## config.mk

```make
export PLATFORM = sky130hd
export DESIGN_NAME = parallel_data_pack_flat
export DESIGN_NICKNAME = d
export VERILOG_FILES = /design/src/rtl/parallel_data_pack_if.sv /design/src/rtl/parallel_data_pack.sv /design/src/flat_wrapper.sv
export SDC_FILE = /design/constraint.sdc
export NUM_CORES = 1
export LEC_CHECK = 0
export ABC_CLOCK_PERIOD_IN_PS = 2800
export CAP_MARGIN = 20
export CORE_ASPECT_RATIO = 0.7
export CORE_MARGIN = 3
export CORE_UTILIZATION = 53
export CTS_BUF_LIST = sky130_fd_sc_hd__clkbuf_8 sky130_fd_sc_hd__clkbuf_16
export DETAILED_ROUTE_END_ITERATION = 12
export GPL_ROUTABILITY_DRIVEN = 1
export GPL_TIMING_DRIVEN = 1
export PLACE_DENSITY = 0.8
export SYNTH_ARGS = -nofsm -noshare
export SYNTH_HDL_FRONTEND = slang
export SYNTH_SLANG_ARGS = --single-unit
```

## constraint.sdc

```tcl
create_clock -name clock -period 2.8 [get_ports clock]
set_input_delay 0.84 -clock clock [delete_from_list [all_inputs] [get_ports clock]]
set_output_delay 0.84 -clock clock [all_outputs]
set_load 0.01 [all_outputs]
```

## src/rtl/parallel_data_pack_if.sv

```systemverilog
// Bus bundle for the TX packer: per-lane I/Q sample inputs with valid/ready,
// plus the packed-word valid/ready stream toward the DAC.
interface parallel_data_pack_if #(
   parameter int LANES  = 8,
   parameter int LANE_W = 16
);
   logic [LANES*LANE_W-1:0]   r_data;
   logic [LANES*LANE_W-1:0]   q_data;
   logic [LANES-1:0]          lane_valid;
   logic [LANES-1:0]          lane_ready;
   logic [2*LANES*LANE_W-1:0] m_data;
   logic                      m_valid;
   logic                      m_ready;

   modport master (
      output r_data, q_data, lane_valid, m_ready,
      input  lane_ready, m_data, m_valid
   );

   modport slave (
      input  r_data, q_data, lane_valid, m_ready,
      output lane_ready, m_data, m_valid
   );
endinterface

```

## src/rtl/parallel_data_pack.sv

```systemverilog
// Collects LANES independent I/Q pairs into one parallel word and queues it in
// a 2-entry output buffer; sticky per-lane overflow and partial-word timeout.
//
// state | meaning
// IDLE  | no lane held
// FILL  | some lanes held, timeout counter running
// FULL  | every lane held, waiting for buffer room
module parallel_data_pack #(
   parameter int LANES          = 8,
   parameter int LANE_W         = 16,
   parameter int TIMEOUT_CYCLES = 64
) (
   input  logic                clock,
   input  logic                resetn,
   parallel_data_pack_if.slave bus,
   input  logic                clear,
   output logic [LANES-1:0]    overflow,
   output logic                timeout,
   output logic [31:0]         word_count
);
   localparam int WORD_W = 2*LANES*LANE_W;
   localparam int CNT_W  = $clog2(TIMEOUT_CYCLES);
   localparam logic [CNT_W-1:0] TMO_LAST = CNT_W'(TIMEOUT_CYCLES-1);

   typedef enum logic [1:0] {IDLE, FILL, FULL} state_t;

   state_t                  state;
   logic [LANES-1:0]        held;
   logic [LANES-1:0]        held_nxt;
   logic [LANES-1:0]        cap;
   logic [LANES-1:0]        drop;
   logic [LANES-1:0]        lane_ready;
   logic [LANES*LANE_W-1:0] hold_r;
   logic [LANES*LANE_W-1:0] hold_q;
   logic [CNT_W-1:0]        tmo_cnt;
   logic [WORD_W-1:0]       mem [2];
   logic                    rd_ptr;
   logic                    wr_ptr;
   logic [1:0]              count;
   logic [WORD_W-1:0]       packed_word;
   logic                    pop;
   logic                    room;
   logic                    push;
   logic                    tmo_fire;

   // r_k in the low half and q_k in the high half of each 2*LANE_W slot,
   // matching the receive-side slicer lane map
   always_comb begin
      packed_word = '0;
      for (int k = 0; k < LANES; k++) begin
         packed_word[2*LANE_W*k +: LANE_W]        = hold_r[LANE_W*k +: LANE_W];
         packed_word[2*LANE_W*k+LANE_W +: LANE_W] = hold_q[LANE_W*k +: LANE_W];
      end
   end

   assign bus.m_valid    = (count != 2'd0);
   assign bus.m_data     = mem[rd_ptr];
   assign pop            = bus.m_valid && bus.m_ready;
   assign room           = (count < 2'd2) || pop;
   assign push           = (&held) && room;
   assign lane_ready     = ~held | {LANES{push}};
   assign bus.lane_ready = lane_ready;
   assign cap            = bus.lane_valid & lane_ready;
   assign drop           = bus.lane_valid & ~lane_ready;
   assign tmo_fire       = (state == FILL) && (tmo_cnt == TMO_LAST);
   assign held_nxt       = ((push || tmo_fire) ? '0 : held) | cap;

   always_ff @(posedge clock or negedge resetn) begin
      if (!resetn) begin
         state   <= IDLE;
         held    <= '0;
         hold_r  <= '0;
         hold_q  <= '0;
         tmo_cnt <= '0;
      end else begin
         held <= held_nxt;
         for (int k = 0; k < LANES; k++) begin
            if (cap[k]) begin
               hold_r[LANE_W*k +: LANE_W] <= bus.r_data[LANE_W*k +: LANE_W];
               hold_q[LANE_W*k +: LANE_W] <= bus.q_data[LANE_W*k +: LANE_W];
            end
         end
         if (held_nxt == '0) begin
            state <= IDLE;
         end else if (&held_nxt) begin
            state <= FULL;
         end else begin
            state <= FILL;
            // a fresh partial set (new entry, after a push, or after a discard) restarts the age
            if (state != FILL || push || tmo_fire)
               tmo_cnt <= '0;
            else
               tmo_cnt <= tmo_cnt + 1'b1;
         end
      end
   end

   always_ff @(posedge clock or negedge resetn) begin
      if (!resetn) begin
         mem[0] <= '0;
         mem[1] <= '0;
         rd_ptr <= 1'b0;
         wr_ptr <= 1'b0;
         count  <= 2'd0;
      end else begin
         if (push) begin
            mem[wr_ptr] <= packed_word;
            wr_ptr      <= ~wr_ptr;
         end
         if (pop)
            rd_ptr <= ~rd_ptr;
         case ({push, pop})
            2'b10:   count <= count + 2'd1;
            2'b01:   count <= count - 2'd1;
            default: count <= count;
         endcase
      end
   end

   always_ff @(posedge clock or negedge resetn) begin
      if (!resetn) begin
         overflow   <= '0;
         timeout    <= 1'b0;
         word_count <= '0;
      end else if (clear) begin
         overflow   <= '0;
         timeout    <= 1'b0;
         word_count <= '0;
      end else begin
         overflow <= overflow | drop;
         if (tmo_fire)
            timeout <= 1'b1;
         if (pop)
            word_count <= word_count + 32'd1;
      end
   end
endmodule
```

## src/flat_wrapper.sv

```systemverilog
// flat-port wrapper written by rule: the top's interface ports become plain ports
module parallel_data_pack_flat 
#(
   parameter int LANES          = 8,
   parameter int LANE_W         = 16,
   parameter int TIMEOUT_CYCLES = 64
)
  (clock, resetn, clear, overflow, timeout, word_count, bus_r_data, bus_q_data, bus_lane_valid, bus_m_ready, bus_lane_ready, bus_m_data, bus_m_valid);
  parallel_data_pack_if #(.LANES(LANES), .LANE_W(LANE_W)) bus_i ();
  input  logic clock;
  input  logic resetn;
  input  logic clear;
  output logic [LANES-1:0] overflow;
  output logic timeout;
  output logic [31:0] word_count;
  input wire logic [$bits(bus_i.r_data)-1:0] bus_r_data;
  input wire logic [$bits(bus_i.q_data)-1:0] bus_q_data;
  input wire logic [$bits(bus_i.lane_valid)-1:0] bus_lane_valid;
  input wire logic [$bits(bus_i.m_ready)-1:0] bus_m_ready;
  output wire logic [$bits(bus_i.lane_ready)-1:0] bus_lane_ready;
  output wire logic [$bits(bus_i.m_data)-1:0] bus_m_data;
  output wire logic [$bits(bus_i.m_valid)-1:0] bus_m_valid;
  assign bus_i.r_data = bus_r_data;
  assign bus_i.q_data = bus_q_data;
  assign bus_i.lane_valid = bus_lane_valid;
  assign bus_i.m_ready = bus_m_ready;
  assign bus_lane_ready = bus_i.lane_ready;
  assign bus_m_data = bus_i.m_data;
  assign bus_m_valid = bus_i.m_valid;
  parallel_data_pack #(.LANES(LANES), .LANE_W(LANE_W), .TIMEOUT_CYCLES(TIMEOUT_CYCLES)) u_core (.clock(clock), .resetn(resetn), .bus(bus_i), .clear(clear), .overflow(overflow), .timeout(timeout), .word_count(word_count));
endmodule
```

# ---- After elaboration in Yosys (flattened, before gate mapping)
# Index checks and enable logic that the tools add are counted.
dict set report word_totals {
  reg_bits 829
  out_inout_bits 306
  in_bits 268
  elab_cells 85
}
dict set report classes {
  n_addsub 4
  bitwise 13
  n_eq_ne 5
  magnitude_cmp 4
  mux 16
  reduce_logical 16
}
# cell count
set ops {}
lappend ops {{$mux 256} 4}
lappend ops {{$bwmux 512} 1}
lappend ops {{$demux 256 s1} 1}
lappend ops {{$mux 32} 2}
lappend ops {{$add 32x1->32 const B} 1}
lappend ops {{$or 8x8->8} 3}
lappend ops {{$and 8x8->8} 2}
lappend ops {{$mux 8} 2}
lappend ops {{$not 8->8} 2}
lappend ops {{$reduce_and 8->1} 2}
lappend ops {{$logic_not 8->1} 1}
lappend ops {{$reduce_bool 2->1} 4}
lappend ops {{$add 6x1->6 const B} 1}
lappend ops {{$eq 6x6->1 const B} 1}
lappend ops {{$mux 6} 1}
lappend ops {{$eq 2x1->1 const B} 2}
lappend ops {{$ge 2x2->1 const B} 2}
lappend ops {{$logic_and 1x1->1} 4}
lappend ops {{$logic_or 1x1->1} 4}
lappend ops {{$mux 2} 2}
lappend ops {{$not 1->1} 4}
lappend ops {{$not 1->2} 2}
lappend ops {{$pmux 2 s2} 1}
lappend ops {{$add 2x1->2 const B} 1}
lappend ops {{other kinds (7)} 8}

# ---- Depth between registers and ports, before layout
# Gate-level depths: netlist (run 1).
dict set report logic_depth {
  word_depth 10
  mapped_depth 8
  mapped_depth_nobuf 8
}

# ---- Worst setup path after synthesis (run 1)
# Ideal clock, no wire load.
dict set report synth_path {
  kind {in2reg}
  from {input port bus_m_ready}
  to {register u_core.tmo_cnt[0]}
  n_path_buf 1
  arrival_time_ns 2.730
  path_slack_ns -0.055
  setup_time_ns 0.125
  required_time_ns 2.675
  path_stages 8
  cell_sequence {nor2b_1 buf_4 o31ai_2 mux2i_1 a2111oi_2 and4_4 a41oi_4 mux2_4}
}
dict set report synth_between {
  elab_chain_len 9
  word_cells_on_any_way 16
}
# element line
set synth_lines {}
lappend synth_lines {{start: declaration} flat_wrapper.sv:19} ;# input wire logic [$bits(bus_i.m_ready)-1:0] bus_m_ready;
lappend synth_lines {{$logic_and 1x1->1 *} parallel_data_pack.sv:58} ;# assign pop = bus.m_valid && bus.m_ready;
lappend synth_lines {{$logic_or 1x1->1 *} parallel_data_pack.sv:59} ;# assign room = (count < 2'd2) || pop;
lappend synth_lines {{$logic_and 1x1->1 *} parallel_data_pack.sv:60} ;# assign push = (&held) && room;
lappend synth_lines {{$or 8x8->8 *} parallel_data_pack.sv:61} ;# assign lane_ready = ~held | {LANES{push}};
lappend synth_lines {{net bus_lane_ready[7]} flat_wrapper.sv:20} ;# output wire logic [$bits(bus_i.lane_ready)-1:0] bus_lane_ready;
lappend synth_lines {{$and 8x8->8 *} parallel_data_pack.sv:63} ;# assign cap = bus.lane_valid & lane_ready;
lappend synth_lines {{$or 8x8->8 *} parallel_data_pack.sv:66} ;# assign held_nxt = ((push || tmo_fire) ? '0 : held) | cap;
lappend synth_lines {{$logic_not 8->1 or $reduce_and 8->1 (tied branches)} {parallel_data_pack.sv:83, parallel_data_pack.sv:85}}
lappend synth_lines {{$not 1->1 (no source line)} n/a}
lappend synth_lines {{$reduce_and 2->1 (no source line) *} n/a}
lappend synth_lines {{end signal: assignment} parallel_data_pack.sv:93} ;# tmo_cnt <= tmo_cnt + 1'b1;
lappend synth_lines {{end: declaration} parallel_data_pack.sv:35} ;# logic [CNT_W-1:0] tmo_cnt;
# The timed path passes the listed nets; every way through them passes the cells marked *.
# A chain may end at the register's enable or synchronous reset.

# ---- Worst setup path after layout (run 1)
dict set report layout_path {
  from {register u_core.rd_ptr}
  to {output port bus_m_data[6]}
}
dict set report layout_between {
  elab_chain_len 4
}
# element line
set layout_lines {}
lappend layout_lines {{start: declaration} parallel_data_pack.sv:37} ;# logic rd_ptr;
lappend layout_lines {{start signal: assignment} parallel_data_pack.sv:111} ;# rd_ptr <= ~rd_ptr;
lappend layout_lines {{$not 1->2 (not written as such)} parallel_data_pack.sv:57} ;# assign bus.m_data = mem[rd_ptr];
lappend layout_lines {{$mux 256 (not written as such) (3 in series)} parallel_data_pack.sv:57}
lappend layout_lines {{end: declaration} flat_wrapper.sv:21} ;# output wire logic [$bits(bus_i.m_data)-1:0] bus_m_data;
# No other way between the ends. The select of a mux whose other input is x is not followed.

==> flow_summary_export.csv, run 1 <==
group,metric,value,unit
floorplan,initial_core_util,53.8,%
logic_synthesis,synth_compound_area_share,0.685,%
cells_and_area,drive_above_1_share,54.4,%
setup_path,path_buf_inv,5,
drt,avgViaCountPerCell,5.47,
clock_network,hold_buffers,0,
cells_and_area,finalNonFillerCells,3856,
power_and_ir_drop,switching_share,32.1,%
power_and_ir_drop,p_per_area,1280,nW/um^2
timing,hold_viol,0,
cells_and_area,fillCellCount,3951,
clock_network,worstSkewPairLatency,0.63,ns
setup_path,startpoint_type,"flip-flop",
power_and_ir_drop,power_switching,18.8,mW
power_and_ir_drop,share_comb_of_total_power,44.9,%
drt,detail_route.wl_per_cell,24.1,um
setup_path,worst-setup-path-type,"reg -> out",
logic_synthesis,yosys_warnings,0,
setup_path,arrival,2.22,ns
logic_synthesis,synth_xor_xnor_area_share,0.974,%
outcome,outcome,"finished with violations",
drt,first_pass_iters,5,
setup_path,cpPeakStageDelay,0.55,ns
outcome,violations,"negative setup slack",
logic_synthesis,syn-cell-area,34200,sq um
logic_synthesis,syn-num-nets,2461,
timing,final.setup_skew,0.0231,ns
clock_network,cts_tree,"yes",
logic_synthesis,synth_simple_gate_area_share,1.98,%
logic_synthesis,synthTopCellsByArea,"dfrtp_1 (61%), mux2_2 (34%), clkbuf_1 (1.0%), xor2_1 (0.67%), nor2_1 (0.54%)",
clock_network,cts-root-buf,"clkbuf_16",
clock_network,numClockSinks,829,
logic_synthesis,synth_top_area_share,60.7,%
timing,rsz0062_at_grt,"true",
grt,grt_overflow,0,
timing,maxSlewViolCount,0,
logic_synthesis,avgSynthCellArea,15.6,sq um
logic_synthesis,yosys_register_bits,829,
logic_synthesis,synth_fa_ha_area_share,0.110,%
grt,grt_max_degree,105,
floorplan,die_h,218,um
setup_path,cp_cell_sequence,"buf_12 -> buf_12 -> buf_8 -> clkbuf_16 -> mux2_4 -> buf_6",
setup_path,crit_path_end_kind,"output port",
floorplan,die_w,310,um
power_and_ir_drop,power_leakage,20.9,nW
cells_and_area,layout_common_cells,"mux2_2 (984), dfrtp_1 (827), clkdlybuf4s50_1 (305)",
clock_network,cts_max_level,3,
cells_and_area,area_growth,34.0,%
grt,antenna_found_initial,26,
floorplan,rows,77,
clock_network,numCtsBuffers,79,
cells_and_area,layout_commonest_cell,"mux2_2",
timing,hold_ws,0.0791,ns
setup_path,cp_data_required_time,1.96,ns
logic_synthesis,synth_top_family_by_area,"multiplexers",
timing,setup_viol,241,
power_and_ir_drop,clkPwrFrac,18.8,%
setup_path,worst_path_max_delay_cell,"dfrtp_4",
power_and_ir_drop,peakVddDrop,0.724,mV
drt,drt_wl_total,93.1,mm
drt,drt-initial-drc-count,1094,
logic_synthesis,synth-edff-count,0,
drt,drc,0,
placement,dp_cells,3600,
power_and_ir_drop,pwr-share-seq,36.2,%
timing,worstMarginPinSlew,0.871,ns
setup_path,cp_max_fo,7,
cells_and_area,final_util,72.2,%
floorplan,io_pins,574,
timing,fmax,327,MHz
power_and_ir_drop,p_int,39.7,mW
logic_synthesis,synthFlopType,"dfrtp_1",
logic_synthesis,synthMuxAreaShare,34.1,%
timing,fin_ws,-0.260,ns
logic_synthesis,synth_cell_type_count,42,
power_and_ir_drop,power,58.6,mW
clock_network,clk_pin_slew,0.07,ns
timing,slew_headroom,42.0,%
placement,place.gp.congestion,0.821,
placement,post-place-ws,-0.961,ns
cells_and_area,nets,3225,
logic_synthesis,yosys.area.top_type,"dfrtp_1",
logic_synthesis,postSynthCellCount,2190,
drt,ant_nets,0,
floorplan,die-area,67600,sq um
min_path,min_path_type,"in -> async",
run,cap_violations,0,
logic_synthesis,ys_seq_area_share,60.7,%
grt,grtUsageTotal,26.5,%
logic_synthesis,async_flop_share,100,%
clock_network,max-clock-path-buffers,3,
placement,place.detailed.hpwl,62.0,mm
placement,io_buffers,573,
floorplan,fp.coreArea,63500,sq um
grt,grt_pass1_vias,23107,
setup_path,path_delay_family,"buffers and inverters",
drt,vias,21105,
setup_path,crit_path_frequent_cell,"buf_12",
timing,fin_crit_sh,109,%
timing,layout_min_cycle_time,3.06,ns
grt,grt_pass1_wl,137,mm
==> cell families after synthesis <==
group	count (synthesis)
xor+xnor	38
mux	1033
compound gates	27
fa+ha+maj	3
buf+inv	127
flops	829
simple gates	133
==> stage by stage <==
stage | area, sq um | TNS (ns)
floorplan | 34200 | 0
global placement | 42100 | -130.54
detailed placement | 42100 | -144.27
CTS | 45000 | -96.61
global route | 45800 | -44.83
finish | 45800 | -28.13
==> final cells by class <==
| class | instances | area, sq um | area share (%) |
|---|---|---|---|
| Antenna cell | 13 | 32.5 | 0.0710 |
| Inverter | 8 | 30.0 | 0.0655 |
| Tap cell | 829 | 1040 | 2.26 |
| Multi-Input combinational cell | 1234 | 13200 | 28.8 |
| Clock buffer | 98 | 2250 | 4.91 |
| Sequential cell | 829 | 20700 | 45.3 |
| Clock inverter | 43 | 438 | 0.956 |
| Timing Repair Buffer | 802 | 8100 | 17.7 |
==> routing by layer <==
metal	up-vias	GRT usage, %	share of wire [%]
li1	9343	-	-
met1	11033	32.8	40
met2	515	43.4	49
met3	188	9.16	6.9
met4	26	9.81	3.3
met5	-	0	0.21
==> power by group through the flow <==
stage | Clock (mW) | Sequential, mW | Combinational (mW)
6_report | 11.0 | 21.2 | 26.3
4_1_cts | 11.2 | 21.1 | 25.1
3_3_place_gp | 0 | 20.5 | 24.2
5_1_grt | 11.7 | 21.9 | 27.8
3_5_place_dp | 0 | 21.2 | 24.8
2_1_floorplan | 0 | 20.0 | 14.1
==> flip-flops by register name (all words and copies together) (netlist names) <==
signal	cells
u_core.rd_ptr	1
u_core.count	2
u_core.timeout	1
u_core.wr_ptr	1
u_core.hold_q	128
u_core.hold_r	128
u_core.state	2
u_core.word_count	32
u_core.overflow	8
u_core.mem	512
u_core.tmo_cnt	6
u_core.held	8
==> worst paths after layout <==
kind	end	slack, ns	depth (start not counted)	start
max in group asynchronous	u_core.mem[204]	1.65	3	resetn
max reg2reg	u_core.tmo_cnt[0]	0.05	11	u_core.held[5]
min reg2reg	u_core.mem[126]	0.50	1	u_core.mem[126]
min	u_core.mem[172]	0.08	1	resetn
min in group clock	u_core.mem[126]	0.50	1	u_core.mem[126]
max	bus_m_data[6]	-0.26	6	u_core.rd_ptr
==> what timing repair did <==
item                       in CTS  in global routing
setup endpoints to repair     271                264
hold endpoints to repair        0                  0
gates cloned                    3                 15
setup buffers                  19                 71
gates resized for setup       203                714
pin swaps                       7                  4
==> Yosys cell counts (2+ instances only) <==
cell type,n
nand2_1,22
or2_2,2
o21ai_0,3
a21oi_1,6
nor2_1,49
and3_1,11
and2_1,2
mux2i_1,2
nand4_1,6
a31oi_1,5
or3_1,2
nand3_1,23
dfrtp_1,829
mux2_2,1024
xnor2_1,12
xor2_1,26
buf_2,6
clkbuf_1,91
o31ai_2,4
mux2_4,6
nor2b_1,2
inv_1,8
and4_1,7
ha_1,3
o21ai_1,2
buf_1,21
(Power assumes the default switching activity.)
==> run 2: changes to the inputs <==
- SETUP_SLACK_MARGIN: default -> 0.2
==> flow_summary_export.csv, run 2 (synthesis gave the netlist of run 1 again) <==
group,metric,value,unit
outcome,outcome,"finished with violations",
outcome,violations,"negative setup slack",
clock_network,max-clock-path-buffers,3,
timing,tns,-37.98,ns
cells_and_area,layout_common_cells,"mux2_2 (949), dfrtp_1 (824), clkdlybuf4s50_1 (320)",
placement,place.detailed.hpwl,61.2,mm
power_and_ir_drop,pwr-share-seq,35.6,%
power_and_ir_drop,power,59.6,mW
floorplan,die-area,67600,sq um
drt,routed-wl-met3,5.44,mm
cells_and_area,drive_above_1_share,54.8,%
grt,grt_overflow,0,
floorplan,rows,77,
timing,rsz0062_at_grt,"true",
clock_network,worstSkewPairLatency,0.63,ns
power_and_ir_drop,power_switching,19.0,mW
timing,slew_headroom,55.9,%
timing,hold_viol,0,
setup_path,startpoint_type,"flip-flop",
cells_and_area,top_register,"u_core.mem",
timing,fin_crit_sh,111,%
timing,final.setup_skew,0.0241,ns
drt,top_layer,"met5",
cells_and_area,largestRegisters,"u_core.mem (512), u_core.hold_q (128), u_core.hold_r (128)",
drt,first_pass_iters,5,
drt,detail_route.wl_per_cell,23.5,um
floorplan,die_w,310,um
power_and_ir_drop,switching_share,31.9,%
floorplan,die_h,218,um
setup_path,r2r-end,"u_core.tmo_cnt[0]",
cells_and_area,finalNonFillerCells,3865,
drt,wl_met2,44.6,mm
grt,grtUsageTotal,26.5,%
run,cap_violations,0,
drt,met1_length,37.6,mm
min_path,min_path_type,"in -> async",
drt,vias,21245,
drt,drc,0,
clock_network,numClockSinks,829,
setup_path,worst_path_max_delay_cell,"dfrtp_4",
drt,drt_wl_total,90.9,mm
timing,fin_ws,-0.295,ns
clock_network,clk_pin_slew,0.07,ns
cells_and_area,layout_commonest_cell,"mux2_2",
clock_network,hold_buffers,0,
cells_and_area,area_growth,35.7,%
drt,ant_nets,0,
clock_network,cts_tree,"yes",
setup_path,cp_cell_sequence,"buf_8 -> mux2_2 -> clkdlybuf4s50_1",
drt,drt-initial-drc-count,1084,
clock_network,cts_max_level,3,
floorplan,io_pins,574,
floorplan,fp.coreArea,63500,sq um
placement,place.gp.congestion,0.869,
power_and_ir_drop,power_leakage,21.0,nW
placement,dp_cells,3610,
power_and_ir_drop,peakVddDrop,0.772,mV
setup_path,worstRegToRegCells,11,
grt,antenna_found_initial,17,
setup_path,cpPeakStageDelay,0.53,ns
setup_path,crit_path_end_kind,"output port",
cells_and_area,nets,3236,
setup_path,arrival,2.25,ns
timing,setup_viol,254,
setup_path,r2r_slack,0.07,ns
grt,grt_pass1_wl,137,mm
clock_network,cts-root-buf,"clkbuf_16",
timing,layout_min_cycle_time,3.09,ns
setup_path,worst-setup-path-type,"reg -> out",
timing,maxSlewViolCount,0,
power_and_ir_drop,clkPwrFrac,17.7,%
timing,worstMarginPinSlew,0.661,ns
drt,avgViaCountPerCell,5.50,
setup_path,cp_max_fo,15,
placement,io_buffers,573,
cells_and_area,largest_reg_flops,512,
timing,fmax,323,MHz
floorplan,initial_core_util,53.8,%
power_and_ir_drop,p_per_area,1290,nW/um^2
power_and_ir_drop,share_comb_of_total_power,46.7,%
setup_path,cp_data_required_time,1.96,ns
clock_network,numCtsBuffers,78,
grt,grt_pass1_vias,23506,
grt,grt_max_degree,84,
power_and_ir_drop,p_int,40.6,mW
setup_path,r2r_start,"u_core.held[5]",
run 2: changes by cell type in the layout (fill, tap and decap cells not counted), moves of 13 or more:
cell             previous run  this run
dlygate4sd2_1               0        13
dlymetal6s2s_1             28         0
buf_2                      12        43
clkdlybuf4s50_1           305       320
clkbuf_2                  128        32
buf_6                     113       195
mux2_4                     46        81
mux2_2                    984       949
run 2: cell type report:
type	count	area, sq um
Timing Repair Buffer	814	8650
Fill cell	3730	17100
Clock inverter	45	347
Tap cell	829	1040
Antenna cell	12	30.0
Clock buffer	94	2190
Multi-Input combinational cell	1234	13300
Inverter	8	30.0
Sequential cell	829	20800
run 2: per-stage QoR:
step                worst slack (ns)  util, %  hold WS [ns]  cell area (sq um)
floorplan                      0.114        -         0.468              34200
global placement              -0.792     66.3         0.481              42100
detailed placement            -0.825     66.3         0.487              42100
CTS                           -0.343     72.3         0.182              45900
global route                  -0.373     73.0         0.196              46400
finish                        -0.295     73.1         0.192              46400
run 2: worst max-delay path: cells and delay by family (launching register included):
kind	cells	cell delay (ns)
buf+inv	2	0.74
flops	1	0.53
mux	1	0.36
run 2: repair_timing:
action                     4_1_cts  5_1_grt
resized for setup             1090      224
setup endpoints to repair      379      270
setup buffers                   79       12
gates cloned                    12        1
pin swaps                        9        0
run 2: layer usage:
metal / up-vias / track usage [%]
met2: 562 / 44.3
met1: 11100 / 33.3
met4: 14 / 10.2
met5: - / 0
met3: 184 / 6.81
li1: 9385 / -
run 2: worst max-delay path by stage:
stage / start / endpoint / slack [ns] / cells past startpoint
floorplan: bus_m_ready / u_core.tmo_cnt[0] / 0.11 / 8
detailed placement: bus_m_ready / bus_lane_ready[0] / -0.82 / 5
finish: u_core.rd_ptr / bus_m_data[29] / -0.29 / 3
global route: u_core.rd_ptr / bus_m_data[29] / -0.37 / 3
global placement: bus_m_ready / bus_lane_ready[0] / -0.79 / 5
CTS: u_core.rd_ptr / bus_m_data[29] / -0.34 / 3
run 2: power by group through the flow:
| stage | clock network [mW] | logic [mW] | registers (mW) |
|---|---|---|---|
| after floorplan | 0 | 14.1 | 20.0 |
| after global placement | 0 | 24.1 | 20.6 |
| after detailed placement | 0 | 24.7 | 21.2 |
| after CTS | 10.7 | 26.8 | 21.1 |
| after global routing | 11.3 | 29.3 | 21.9 |
| final | 10.5 | 27.8 | 21.2 |
==> run 3: changes to the inputs <==
- CTS_CLUSTER_SIZE: default -> 28
- GPL_TIMING_DRIVEN: 1 -> 0
==> flow_summary_export.csv, run 3 (synthesis gave the netlist of run 1 again) <==
group,metric,value,unit
timing,fmax,330,MHz
floorplan,fp.coreArea,63500,sq um
timing,hold_viol,0,
clock_network,numClockSinks,829,
clock_network,worstSkewPairLatency,0.64,ns
setup_path,startpoint_type,"flip-flop",
power_and_ir_drop,power,60.6,mW
cells_and_area,nets,3243,
cells_and_area,largest_reg_flops,512,
setup_path,arrival,2.19,ns
clock_network,cts_max_level,3,
clock_network,cts_tree,"yes",
grt,antenna_found_initial,30,
setup_path,cpPeakStageDelay,0.40,ns
setup_path,cp_cell_sequence,"clkbuf_16 -> clkbuf_16 -> buf_12 -> clkbuf_16 -> mux2_4 -> buf_6",
drt,drt_wl_total,94.3,mm
placement,dpl_cell_area,41100,sq um
cells_and_area,layout_common_cells,"mux2_2 (873), dfrtp_1 (821), clkdlybuf4s50_1 (305)",
timing,tns,-36.93,ns
cells_and_area,largestRegisters,"u_core.mem (512), u_core.hold_q (128), u_core.hold_r (128)",
cells_and_area,layout_commonest_cell,"mux2_2",
drt,drc,0,
placement,io_buffers,572,
floorplan,die-area,67600,sq um
cells_and_area,ff_latch_area,20800,sq um
grt,grt_pass1_vias,23192,
clock_network,clk_pin_slew,0.06,ns
setup_path,worst_path_max_delay_cell,"dfrtp_1",
cells_and_area,top_register,"u_core.mem",
placement,place.gp.congestion,0.845,
cells_and_area,drive_above_1_share,54.4,%
floorplan,die_w,310,um
clock_network,numCtsBuffers,78,
power_and_ir_drop,power_leakage,21.2,nW
drt,drt-initial-drc-count,1210,
clock_network,max-clock-path-buffers,3,
cells_and_area,area_growth,36.1,%
drt,detail_route.wl_per_cell,24.3,um
floorplan,io_pins,574,
setup_path,r2r-end,"u_core.tmo_cnt[4]",
outcome,outcome,"finished with violations",
setup_path,r2r_start,"u_core.held[0]",
drt,vias,21444,
floorplan,rows,77,
timing,fin_crit_sh,108,%
drt,avgViaCountPerCell,5.52,
timing,setup_viol,253,
setup_path,cp_data_required_time,1.96,ns
timing,hold_ws,0.129,ns
clock_network,cts-root-buf,"clkbuf_16",
setup_path,crit_path_end_kind,"output port",
setup_path,cp_max_fo,8,
grt,grt_overflow,0,
timing,rsz0062_at_grt,"true",
outcome,violations,"negative setup slack",
grt,grtUsageTotal,27.2,%
power_and_ir_drop,peakVddDrop,0.744,mV
cells_and_area,fin_area,46500,sq um
timing,layout_min_cycle_time,3.03,ns
setup_path,worst-setup-path-type,"reg -> out",
cells_and_area,final_util,73.3,%
floorplan,die_h,218,um
drt,first_pass_iters,5,
grt,grt_max_degree,135,
grt,grt_pass1_wl,139,mm
timing,worstMarginPinSlew,0.771,ns
run,cap_violations,0,
min_path,min_path_type,"in -> async",
timing,slew_headroom,48.6,%
power_and_ir_drop,p_per_area,1300,nW/um^2
setup_path,crit_path_frequent_cell,"clkbuf_16",
timing,final.setup_skew,0.0205,ns
cells_and_area,multi_input_area,13700,sq um
floorplan,initial_core_util,53.8,%
setup_path,worstRegToRegCells,10,
timing,fin_ws,-0.229,ns
placement,place.detailed.hpwl,62.8,mm
timing,maxSlewViolCount,0,
drt,ant_nets,0,
setup_path,r2r_slack,0.22,ns
cells_and_area,fillCellCount,3857,
-- run 3: cell types whose count changed in the layout (fill, tap and decap cells not counted), sizes merged --
cell / delta
clkinv: -3
clkdlybuf4s50: -15
clkinvlp: +3
clkbuf: +84
diode: +9
bufinv: +2
bufbuf: +1
clkdlybuf4s15: -8
buf: -49
dlygate4sd2: -5
-- run 3: what timing repair did --
| action | in CTS | in global routing |
|---|---|---|
| hold endpoints to repair | 0 | 0 |
| hold buffers | 0 | 0 |
| cloned | 16 | 3 |
| setup endpoints to repair | 982 | 530 |
| setup buffers | 53 | 51 |
| resized for setup | 1414 | 258 |
| pin swaps | 13 | 10 |
-- run 3: report_power, final --
group	internal [mW]	total [mW]	switching (mW)
Clock	6.26	10.9	4.68
Sequential	17.8	21.3	3.52
Combinational	16.9	28.3	11.4
-- run 3: worst max path at each step --
stage / start / to / cells after the start
after floorplan: bus_m_ready / u_core.tmo_cnt[0] / 8
after global placement: resetn / u_core.hold_r[55] / 1
after detailed placement: bus_m_ready / u_core.mem[306] / 7
after CTS: u_core.rd_ptr / bus_m_data[112] / 5
after global routing: u_core.rd_ptr / bus_m_data[159] / 6
final: u_core.rd_ptr / bus_m_data[26] / 6
-- run 3: layout make-up --
type	count	share of cell area (%)
clock inverter	47	0.990
timing repair buffer	702	15.4
buffer	119	2.47
antenna	21	0.113
tap	829	2.23
clock buffer	95	4.72
sequential	829	44.6
multi-input combinational	1234	29.4
inverter	8	0.0646
-- run 3: through the flow --
step,setup slack (ns),std cells
after CTS,-0.292,3809
after global placement,-33.41,3591
after global routing,-0.293,3879
after floorplan,0.114,2190
final,-0.229,3884
after detailed placement,-1.39,3598
-- run 3: layer usage --
layer	vias up	share of wire, %	global-route usage [%]
met1	11225	40	33.8
met5	-	0.20	0
met4	26	4.4	12.0
met2	563	49	44.5
met3	221	6.4	7.83
li1	9409	-	-
-- run 3: critical path, delay by kind of cell, from the launching register on --
kind | cells | cell delay, ns
flip-flops | 1 | 0.40
buffers and inverters | 5 | 0.84
multiplexers | 1 | 0.32
